File: src/rtl/usb_fs_in_ep_stream.sv
`default_nettype none
// ============================================================================
//  Module      : usb_fs_in_ep_stream
//  Description : Streaming bulk IN endpoint for a full-speed USB device.
//                Application bytes are buffered in a local FIFO, cut into
//                packets (full MAX_PKT packets, or short packets on flush or
//                idle timeout) and written into the IN protocol engine buffer
//                through the req/grant/put/done endpoint interface. The next
//                packet is not started until the host has ACKed the last one.
//
//  Ports       : clk, reset            clock, synchronous active-high reset
//                app_data/valid/ready  application byte stream into the FIFO
//                app_flush             pulse: send pending partial data now
//                in_ep_req/grant       arbiter request / grant
//                in_ep_data_free       PE buffer can take a byte this cycle
//                in_ep_data_put/data   byte write strobe and byte to the PE
//                in_ep_data_done       pulse: packet complete
//                in_ep_acked           pulse: host ACKed the last packet
//
//  Options     : define USB_IN_EP_ZLP_EN to send a zero-length packet when a
//                flush finds the FIFO empty and the last packet was full.
//
//  Revision    : 1.0  initial release
// ============================================================================
module usb_fs_in_ep_stream #(
    parameter int FIFO_DEPTH    = 64,    // bytes, power of 2, >= MAX_PKT, >= 2
    parameter int MAX_PKT       = 32,    // 1..64
    parameter int FLUSH_TIMEOUT = 1024   // >= 2
) (
    input  logic       clk,
    input  logic       reset,
    input  logic [7:0] app_data,
    input  logic       app_valid,
    output logic       app_ready,
    input  logic       app_flush,
    output logic       in_ep_req,
    input  logic       in_ep_grant,
    input  logic       in_ep_data_free,
    output logic       in_ep_data_put,
    output logic [7:0] in_ep_data,
    output logic       in_ep_data_done,
    input  logic       in_ep_acked
);

    localparam int AW = $clog2(FIFO_DEPTH);
    localparam int CW = AW + 1;
    localparam int LW = $clog2(MAX_PKT + 1);
    localparam int TW = $clog2(FLUSH_TIMEOUT);

    localparam logic [CW-1:0] DEPTH_C    = CW'(FIFO_DEPTH);
    localparam logic [CW-1:0] MAXPKT_CNT = CW'(MAX_PKT);
    localparam logic [LW-1:0] MAXPKT_LEN = LW'(MAX_PKT);
    localparam logic [TW-1:0] TMO_LAST   = TW'(FLUSH_TIMEOUT - 1);

    typedef enum logic [2:0] {
        S_IDLE     = 3'd0,
        S_REQ      = 3'd1,
        S_XFER     = 3'd2,
        S_DONE     = 3'd3,
        S_WAIT_ACK = 3'd4
    } state_t;

    state_t        state_q, state_d;
    logic [7:0]    mem_q [FIFO_DEPTH];
    logic [AW-1:0] wr_ptr_q, rd_ptr_q;
    logic [CW-1:0] count_q, count_d;
    logic [LW-1:0] pkt_len_q, pkt_len_d;
    logic [LW-1:0] remain_q, remain_d;
    logic [TW-1:0] tmo_q, tmo_d;
    logic          flush_q, flush_d;

    logic          full;
    logic          push;
    logic          pop;
    logic          launch;
    logic          tmo_expired;

`ifdef USB_IN_EP_ZLP_EN
    logic          last_full_q, last_full_d;
`endif

    // ------------------------------------------------------------------------
    // FIFO. app_ready depends only on the registered count; a push at full is
    // still taken when a pop happens in the same cycle, so the slot freed by
    // the pop is reused without a bubble.
    // ------------------------------------------------------------------------
    assign full      = (count_q == DEPTH_C);
    assign app_ready = !full;
    assign pop       = in_ep_data_put;
    assign push      = app_valid && (!full || pop);

    always_comb begin
        count_d = count_q;
        case ({push, pop})
            2'b10:   count_d = count_q + CW'(1);
            2'b01:   count_d = count_q - CW'(1);
            default: count_d = count_q;
        endcase
    end

    always_ff @(posedge clk) begin
        if (push) begin
            mem_q[wr_ptr_q] <= app_data;
        end
    end

    assign in_ep_data = (state_q == S_XFER) ? mem_q[rd_ptr_q] : 8'h00;

    // ------------------------------------------------------------------------
    // Idle timeout: counts only while partial data sits in IDLE.
    // ------------------------------------------------------------------------
    assign tmo_expired = (tmo_q == TMO_LAST);

    always_comb begin
        tmo_d = tmo_q;
        if ((state_q != S_IDLE) || push || (count_q == '0)) begin
            tmo_d = '0;
        end else if (!tmo_expired) begin
            tmo_d = tmo_q + TW'(1);
        end
    end

    // ------------------------------------------------------------------------
    // Packet FSM
    // ------------------------------------------------------------------------
    always_comb begin
        state_d         = state_q;
        pkt_len_d       = pkt_len_q;
        remain_d        = remain_q;
        launch          = 1'b0;
        in_ep_req       = 1'b0;
        in_ep_data_put  = 1'b0;
        in_ep_data_done = 1'b0;

        case (state_q)
            S_IDLE: begin
                if ((count_q >= MAXPKT_CNT) ||
                    ((count_q != '0) && (flush_q || tmo_expired))) begin
                    launch  = 1'b1;
                    state_d = S_REQ;
                    if (count_q >= MAXPKT_CNT) begin
                        pkt_len_d = MAXPKT_LEN;
                        remain_d  = MAXPKT_LEN;
                    end else begin
                        // count < MAX_PKT here, so it fits the length field
                        pkt_len_d = count_q[LW-1:0];
                        remain_d  = count_q[LW-1:0];
                    end
                end
`ifdef USB_IN_EP_ZLP_EN
                else if ((count_q == '0) && last_full_q &&
                         (flush_q || app_flush)) begin
                    // Terminate a transfer that ended on a full packet
                    launch    = 1'b1;
                    state_d   = S_REQ;
                    pkt_len_d = '0;
                    remain_d  = '0;
                end
`endif
            end

            S_REQ: begin
                in_ep_req = 1'b1;
                if (in_ep_grant) begin
                    state_d = (pkt_len_q == '0) ? S_DONE : S_XFER;
                end
            end

            S_XFER: begin
                in_ep_req      = 1'b1;
                in_ep_data_put = in_ep_grant && in_ep_data_free && (remain_q != '0);
                if (in_ep_data_put) begin
                    remain_d = remain_q - LW'(1);
                    // Last byte goes out this cycle: DONE follows directly
                    if (remain_q == LW'(1)) begin
                        state_d = S_DONE;
                    end
                end else if (remain_q == '0) begin
                    state_d = S_DONE;
                end
            end

            S_DONE: begin
                in_ep_req       = 1'b1;
                in_ep_data_done = 1'b1;
                state_d         = S_WAIT_ACK;
            end

            S_WAIT_ACK: begin
                if (in_ep_acked) begin
                    state_d = S_IDLE;
                end
            end

            default: begin
                state_d = S_IDLE;
            end
        endcase
    end

    // ------------------------------------------------------------------------
    // Flush request: held until IDLE either launches a packet or finds nothing
    // left to send. In IDLE with an empty FIFO any owed ZLP launches in the
    // same cycle, so an empty FIFO always retires the request.
    // ------------------------------------------------------------------------
    always_comb begin
        flush_d = flush_q || app_flush;
        if ((state_q == S_IDLE) && (launch || (count_q == '0))) begin
            flush_d = 1'b0;
        end
    end

`ifdef USB_IN_EP_ZLP_EN
    always_comb begin
        last_full_d = last_full_q;
        if ((state_q == S_WAIT_ACK) && in_ep_acked) begin
            last_full_d = (pkt_len_q == MAXPKT_LEN);
        end
    end

    always_ff @(posedge clk) begin
        if (reset) begin
            last_full_q <= 1'b0;
        end else begin
            last_full_q <= last_full_d;
        end
    end
`endif

    always_ff @(posedge clk) begin
        if (reset) begin
            state_q   <= S_IDLE;
            wr_ptr_q  <= '0;
            rd_ptr_q  <= '0;
            count_q   <= '0;
            pkt_len_q <= '0;
            remain_q  <= '0;
            tmo_q     <= '0;
            flush_q   <= 1'b0;
        end else begin
            state_q   <= state_d;
            count_q   <= count_d;
            pkt_len_q <= pkt_len_d;
            remain_q  <= remain_d;
            tmo_q     <= tmo_d;
            flush_q   <= flush_d;
            if (push) begin
                wr_ptr_q <= wr_ptr_q + AW'(1);
            end
            if (pop) begin
                rd_ptr_q <= rd_ptr_q + AW'(1);
            end
        end
    end

endmodule
`default_nettype wire

File: config.mk
export PLATFORM = sky130hd
export DESIGN_NAME = usb_fs_in_ep_stream
export DESIGN_NICKNAME = d
export VERILOG_FILES = /design/src/rtl/usb_fs_in_ep_stream.sv
export SDC_FILE = /design/constraint.sdc
export NUM_CORES = 1
export LEC_CHECK = 0
export CAP_MARGIN = 20
export CORE_ASPECT_RATIO = 0.6
export CORE_MARGIN = 2
export CORE_UTILIZATION = 61
export DETAILED_ROUTE_END_ITERATION = 8
export GPL_ROUTABILITY_DRIVEN = 0
export PLACE_DENSITY = 0.83
export SLEW_MARGIN = 20
export SYNTH_ARGS = -nofsm -noshare
export SYNTH_HDL_FRONTEND = slang
export SYNTH_SLANG_ARGS = --single-unit
export TNS_END_PERCENT = 50
File: constraint.sdc
create_clock -name clk -period 8.1 [get_ports clk]
set_clock_uncertainty 0.05 [all_clocks]
set_input_delay 1.62 -clock clk [delete_from_list [all_inputs] [get_ports clk]]
set_output_delay 1.62 -clock clk [all_outputs]
set_load 0.02 [all_outputs]
Yosys cells after proc, flatten, opt, wreduce, memory -nomap -nowiden
Memory sizes are Yosys's and may differ from the RTL's. A register that Yosys moved wholly into a read port is not among the register bits.
Index checks and enable logic that the tools add are counted.
W data, S select, Z words.

storage, ports and cells
  RAM bits = 512
  register bits = 45
  memories = 1
  input port bits = 15

cells by class
  add/sub/neg operators = 6
  mux-type cells = 23
  reduce and logical (&&, ||, !) cells = 28
  $lt $le $gt $ge = 1
  equal/unequal tests = 15

memories
  name   words  bits a word  read ports  clocked after Yosys merged registers in  write ports  RTL line  text
  mem_q  64     8            1           1                                        1            64        logic [7:0] mem_q [FIFO_DEPTH];

operator list
  kind                     number
  $mux W6                  5
  $mux W3                  6
  $pmux W3 S5              1
  $pmux W7 S2              1
  $add A6 B1 Y6 const B    2
  $logic_not A6 Y1         2
  $pmux W6 S2              1
  $add A10 B1 Y10 const B  1
  $eq A10 B10 Y1 const B   1
  $mux W1                  8
  $mux W8                  1
  $add A7 B1 Y7 const B    1
  $eq A7 B7 Y1 const B     1
  $ge A7 B6 Y1 const B     1
  $logic_not A7 Y1         1
  $logic_or A1 B1 Y1       7
  $reduce_bool A7 Y1       1
  $sub A7 B1 Y7 const B    1
  $eq A3 B2 Y1 const B     2
  $eq A6 B1 Y1 const B     1
  $ne A2 B2 Y1 const B     3
  $reduce_bool A6 Y1       1
  $sub A6 B1 Y6 const B    1
  $logic_and A1 B1 Y1      5
  16 further kinds         18

Longest topological paths before layout
  depth in word-level cells = 9
  mapped depth = 13
  depth with buffers taken out = 13

Worst setup path before layout
No wires, ideal clock.

  path type = reg2out
  from = reg with a tool-made name
  to = out in_ep_data[5]
  stages on the path, launching flop included = 8
  data arrival time = 2157 ps
  buffers on the path = 3
  slack = 4273 ps
  cells stage by stage = dfxtp_1 > buf_2 > buf_4 > buf_2 > mux4_2 > mux2_2 > a21oi_1 > o221ai_1

RTL lines
  what           RTL line  text
  end, declared  40        output logic [7:0] in_ep_data,

==> metrics list <==
- Biggest fanout along the worst timing path: 50
- Pin count of the biggest net entering global routing: 71
* Count of H-tree levels built during CTS: 2
* Number of storage elements in the synthesis netlist: 563
- The clock network accounts for 42.4% of the total power.
- The floorplan has 54 rows.
* Mean routed wirelength per cell: 29.41 um
- Drt drc: 0
- Share of flip-flops with an asynchronous set or reset after synthesis: 0%
- Across all hold checks on the routed design, the worst slack comes to 0.4421 ns.
- Overall die width: 251.8 um
- Instance count of the mapped netlist: 1214
- Hold Path Depth: 2
- In the final layout, the share of cells above drive strength 1 is 20.00%.
- VDD IR-drop max: 233.5 uV
- Clock latency on the worst-skew pair, taken at its later pin, is 0.57 ns.
- Wires add up to 51490 um.
- The worst setup path is of the reg -> out kind.
* Worst EP required: 6.43 ns
- No sink is reached through more buffers than the 3 on the longest clock path.
- Top library cells by usage in the layout, fill and taps aside: sky130_fd_sc_hd__edfxtp_1, sky130_fd_sc_hd__mux4_2, sky130_fd_sc_hd__nor2_1
- Synthesized area: 22480 um^2
- Relative to the synthesized area, the layout overhead comes to 10.22%.
- The number of antenna violations at the first check in global routing was 1.
- Number of CTS-inserted buffers: 48
* Post-CTS clock slew at the launch and capture registers of the worst setup and hold paths: 0.07 ns
- Detailed placer's ending HPWL: 30730 um
- Final hold violations: 0
- The root buffer cell chosen for the clock tree is sky130_fd_sc_hd__clkbuf_16.
- Post-CTS setup-driven buffer insertion count: 0
- RSZ-0062 raised after global routing: no
- Switching Fraction: 19.97%
- The clock drives 563 sinks.
- In this run the critical register-to-register path is launched from state_q[1]$_SDFFE_PP0P_.
- Once the clock tree was built, the resizer swapped 0 gates to a different size.
* Boundary Pins: 27
* Core region area: 36350 um^2
* Detailed-router iteration count before antenna repair: 7
- Setup total negative slack on the finished layout was measured at 0 ns.
- P_int: 4.649 mW
- The flow ran to the end, and the final reports show no timing, DRC or antenna violations.
* Fmax: 0.1711 GHz
* Starting utilization of the core area: 61.83%
* Startpoint type of the worst setup path: register
- Power spread over the standard cell area amounts to 234.5 nW/um^2.
- Counting cells, the worst reg-to-reg path comes to 5.
- The worst pin sits at a relative slew slack of 26.53%.
- The Yosys step of the flow raised 0 warnings.
* Worst-Margin Slew: 1.098 ns
* Synth cell types: 68
- Among all flip-flop cells after synthesis, the most frequent one is sky130_fd_sc_hd__edfxtp_1.
- Count of endpoints failing setup in the final report: 0
- Counting flops with a built-in enable in the synthesized netlist gives 512.
- Measured along the y axis, the die boundary spans 152.7 um.
* Synthesized area per cell: 18.51 um^2
- Mean number of vias per cell: 6.918
- Count of final max-slew check failures: 0
- Data arrival time of the worst path: 4.17 ns
* Max_cap viols: 0
- The number of nets in the synthesized netlist is 1240.
- The detailed router finished its first iteration with 1844 violations.
- Port Buffers: 26
- First-pass GRT wire length: 76900 um
- Share of the clock period used by the worst path: 72.15%
* Startpoint of the lowest-slack hold path: pkt_len_q[2]$_SDFFE_PP0P_
- In the global route stage, overall resource usage came out at 27.51%.
- Net Sw Power: 1.160 mW
- Residual antenna-violating net count after detailed routing: 0
* Type of the tightest min-delay check: reg -> reg
- Critical Path Sink Type: output pin
- Setup Slack @ Placement: 2.855 ns
- Grt ovf: 0
- Registers are responsible for 54.9% of the overall power.
- Most common cell after layout, fill and taps aside: sky130_fd_sc_hd__edfxtp_1
* ANT cells: 0
- Combinational Power Share: 2.7%
* Time the final worst path needs with I/O delays and setup: 5.844 ns
* Worst Setup Slack, final: 2.256 ns
- For this run, the register share of the synthesized area comes to 72.95%.
- Nets@finish: 1264
- The number of global-route vias before repair came to 11830.
- For this design the static power due to leakage is 7.476 nW.
* CTS tree: yes
- Hold_buf cts: 0
- The die covers 38450 um^2.
- Total power after layout: 5.809 mW
* Count of vias placed by the detailed router: 12110
- Layout filler cell count: 2188
## stage by stage
| stage | util [%] | instance area, um^2 | instances |
|---|---|---|---|
| 2_1_floorplan | - | 22480 | 1214 |
| 3_3_place_gp | 63.50 | 23080 | 1664 |
| 3_5_place_dp | 63.50 | 23080 | 1664 |
| 4_1_cts | 68.10 | 24750 | 1751 |
| 5_1_grt | 68.15 | 24770 | 1751 |
| 6_report | 68.15 | 24770 | 1751 |
## cell usage after synthesis (3+ instances only)
master,instances,area [um^2]
sky130_fd_sc_hd__inv_1,12,45.04
sky130_fd_sc_hd__ha_1,10,125.1
sky130_fd_sc_hd__and3_1,3,18.77
sky130_fd_sc_hd__clkbuf_1,24,90.09
sky130_fd_sc_hd__mux2i_1,33,330.3
sky130_fd_sc_hd__mux2_2,16,180.2
sky130_fd_sc_hd__dfxtp_1,51,1021
sky130_fd_sc_hd__nand2_1,34,127.6
sky130_fd_sc_hd__a32oi_1,5,43.79
sky130_fd_sc_hd__a211oi_1,9,67.56
sky130_fd_sc_hd__nand4_1,12,75.07
sky130_fd_sc_hd__nor3_1,11,55.05
sky130_fd_sc_hd__o21ai_0,16,80.08
sky130_fd_sc_hd__o221ai_1,13,113.9
sky130_fd_sc_hd__a21oi_1,30,150.1
sky130_fd_sc_hd__or3_1,7,43.79
sky130_fd_sc_hd__nand3b_1,5,37.54
sky130_fd_sc_hd__nand2b_1,12,75.07
sky130_fd_sc_hd__o22ai_1,3,18.77
sky130_fd_sc_hd__nand3_1,14,70.07
sky130_fd_sc_hd__mux4_2,129,2905
sky130_fd_sc_hd__or3b_2,3,26.28
sky130_fd_sc_hd__nor2b_1,11,68.82
sky130_fd_sc_hd__nor2_1,125,469.2
sky130_fd_sc_hd__nor4_1,3,18.77
sky130_fd_sc_hd__o31ai_1,4,30.03
sky130_fd_sc_hd__o211ai_1,4,30.03
sky130_fd_sc_hd__xnor2_1,9,78.83
sky130_fd_sc_hd__a31oi_1,5,31.28
sky130_fd_sc_hd__buf_1,9,33.78
sky130_fd_sc_hd__xor2_1,8,70.07
sky130_fd_sc_hd__buf_2,20,100.1
sky130_fd_sc_hd__buf_4,8,60.06
sky130_fd_sc_hd__edfxtp_1,512,15370
## flip-flops by register name (all words and copies together) (netlist names), named ones only
signal and count:
mem_q 512, tmo_q 10, count_q 7, pkt_len_q 6, rd_ptr_q 6, remain_q 6, wr_ptr_q 6, state_q 3
flush_q 1
## power groups by stage
stage	Clock [mW]	Sequential, mW	Combinational (mW)
floorplan	0	3.25	0.0787
global placement	0	3.26	0.144
detailed placement	0	3.26	0.151
CTS	2.48	3.19	0.152
global route	2.59	3.19	0.167
finish	2.46	3.19	0.155
## metal layers
metal	share of wire (%)	global-route usage, %	up-vias
met3	13	7.021	123
met4	2.8	8.059	2
met2	45	39.34	899
met1	39	42.56	6141
li1	-	-	4948
met5	0.025	0	-
## kinds of logic (layout without fill, tap and decap cells)
group           Yosys count  count (layout)  share of synthesized area, %
fa+ha+maj                11              11                        0.6458
xor+xnor                 17              17                        0.6625
mux                     178             178                         15.20
compound gates          114             114                         3.552
simple gates            256             256                         5.450
buf+inv                  75             136                         1.542
flops                   563             563                         72.95
## critical path, cell delays in order, from the launching register on
cell and delay [ns]:
sky130_fd_sc_hd__dfxtp_4 0.99, sky130_fd_sc_hd__buf_4 0.52, sky130_fd_sc_hd__mux4_2 0.61, sky130_fd_sc_hd__mux2_2 0.30, sky130_fd_sc_hd__o221ai_1 0.22, sky130_fd_sc_hd__a221oi_1 0.10
sky130_fd_sc_hd__a31o_2 0.28, sky130_fd_sc_hd__clkdlybuf4s50_1 0.55
## area by class of cell
cell class                 instances  area, um^2  share of cell area (%)
multi-input combinational        576        5733                   23.14
clock buffer                      53        1241                   5.010
sequential                       563       16410                   66.24
inverter                          13       51.30                  0.2071
timing repair buffer              36       315.3                   1.273
clock inverter                    34       427.9                   1.727
tap                              476       595.6                   2.404
## worst paths after layout
kind                                    end  slack (ns)
hold / removal    pkt_len_q[2]$_SDFFE_PP0P_        0.44
hold reg to reg   pkt_len_q[2]$_SDFFE_PP0P_        0.44
setup reg to reg     mem_q[15][5]$_DFFE_PP_        4.13
setup / recovery              in_ep_data[6]        2.26
No activity file was read; power rests on OpenSTA's default activity.
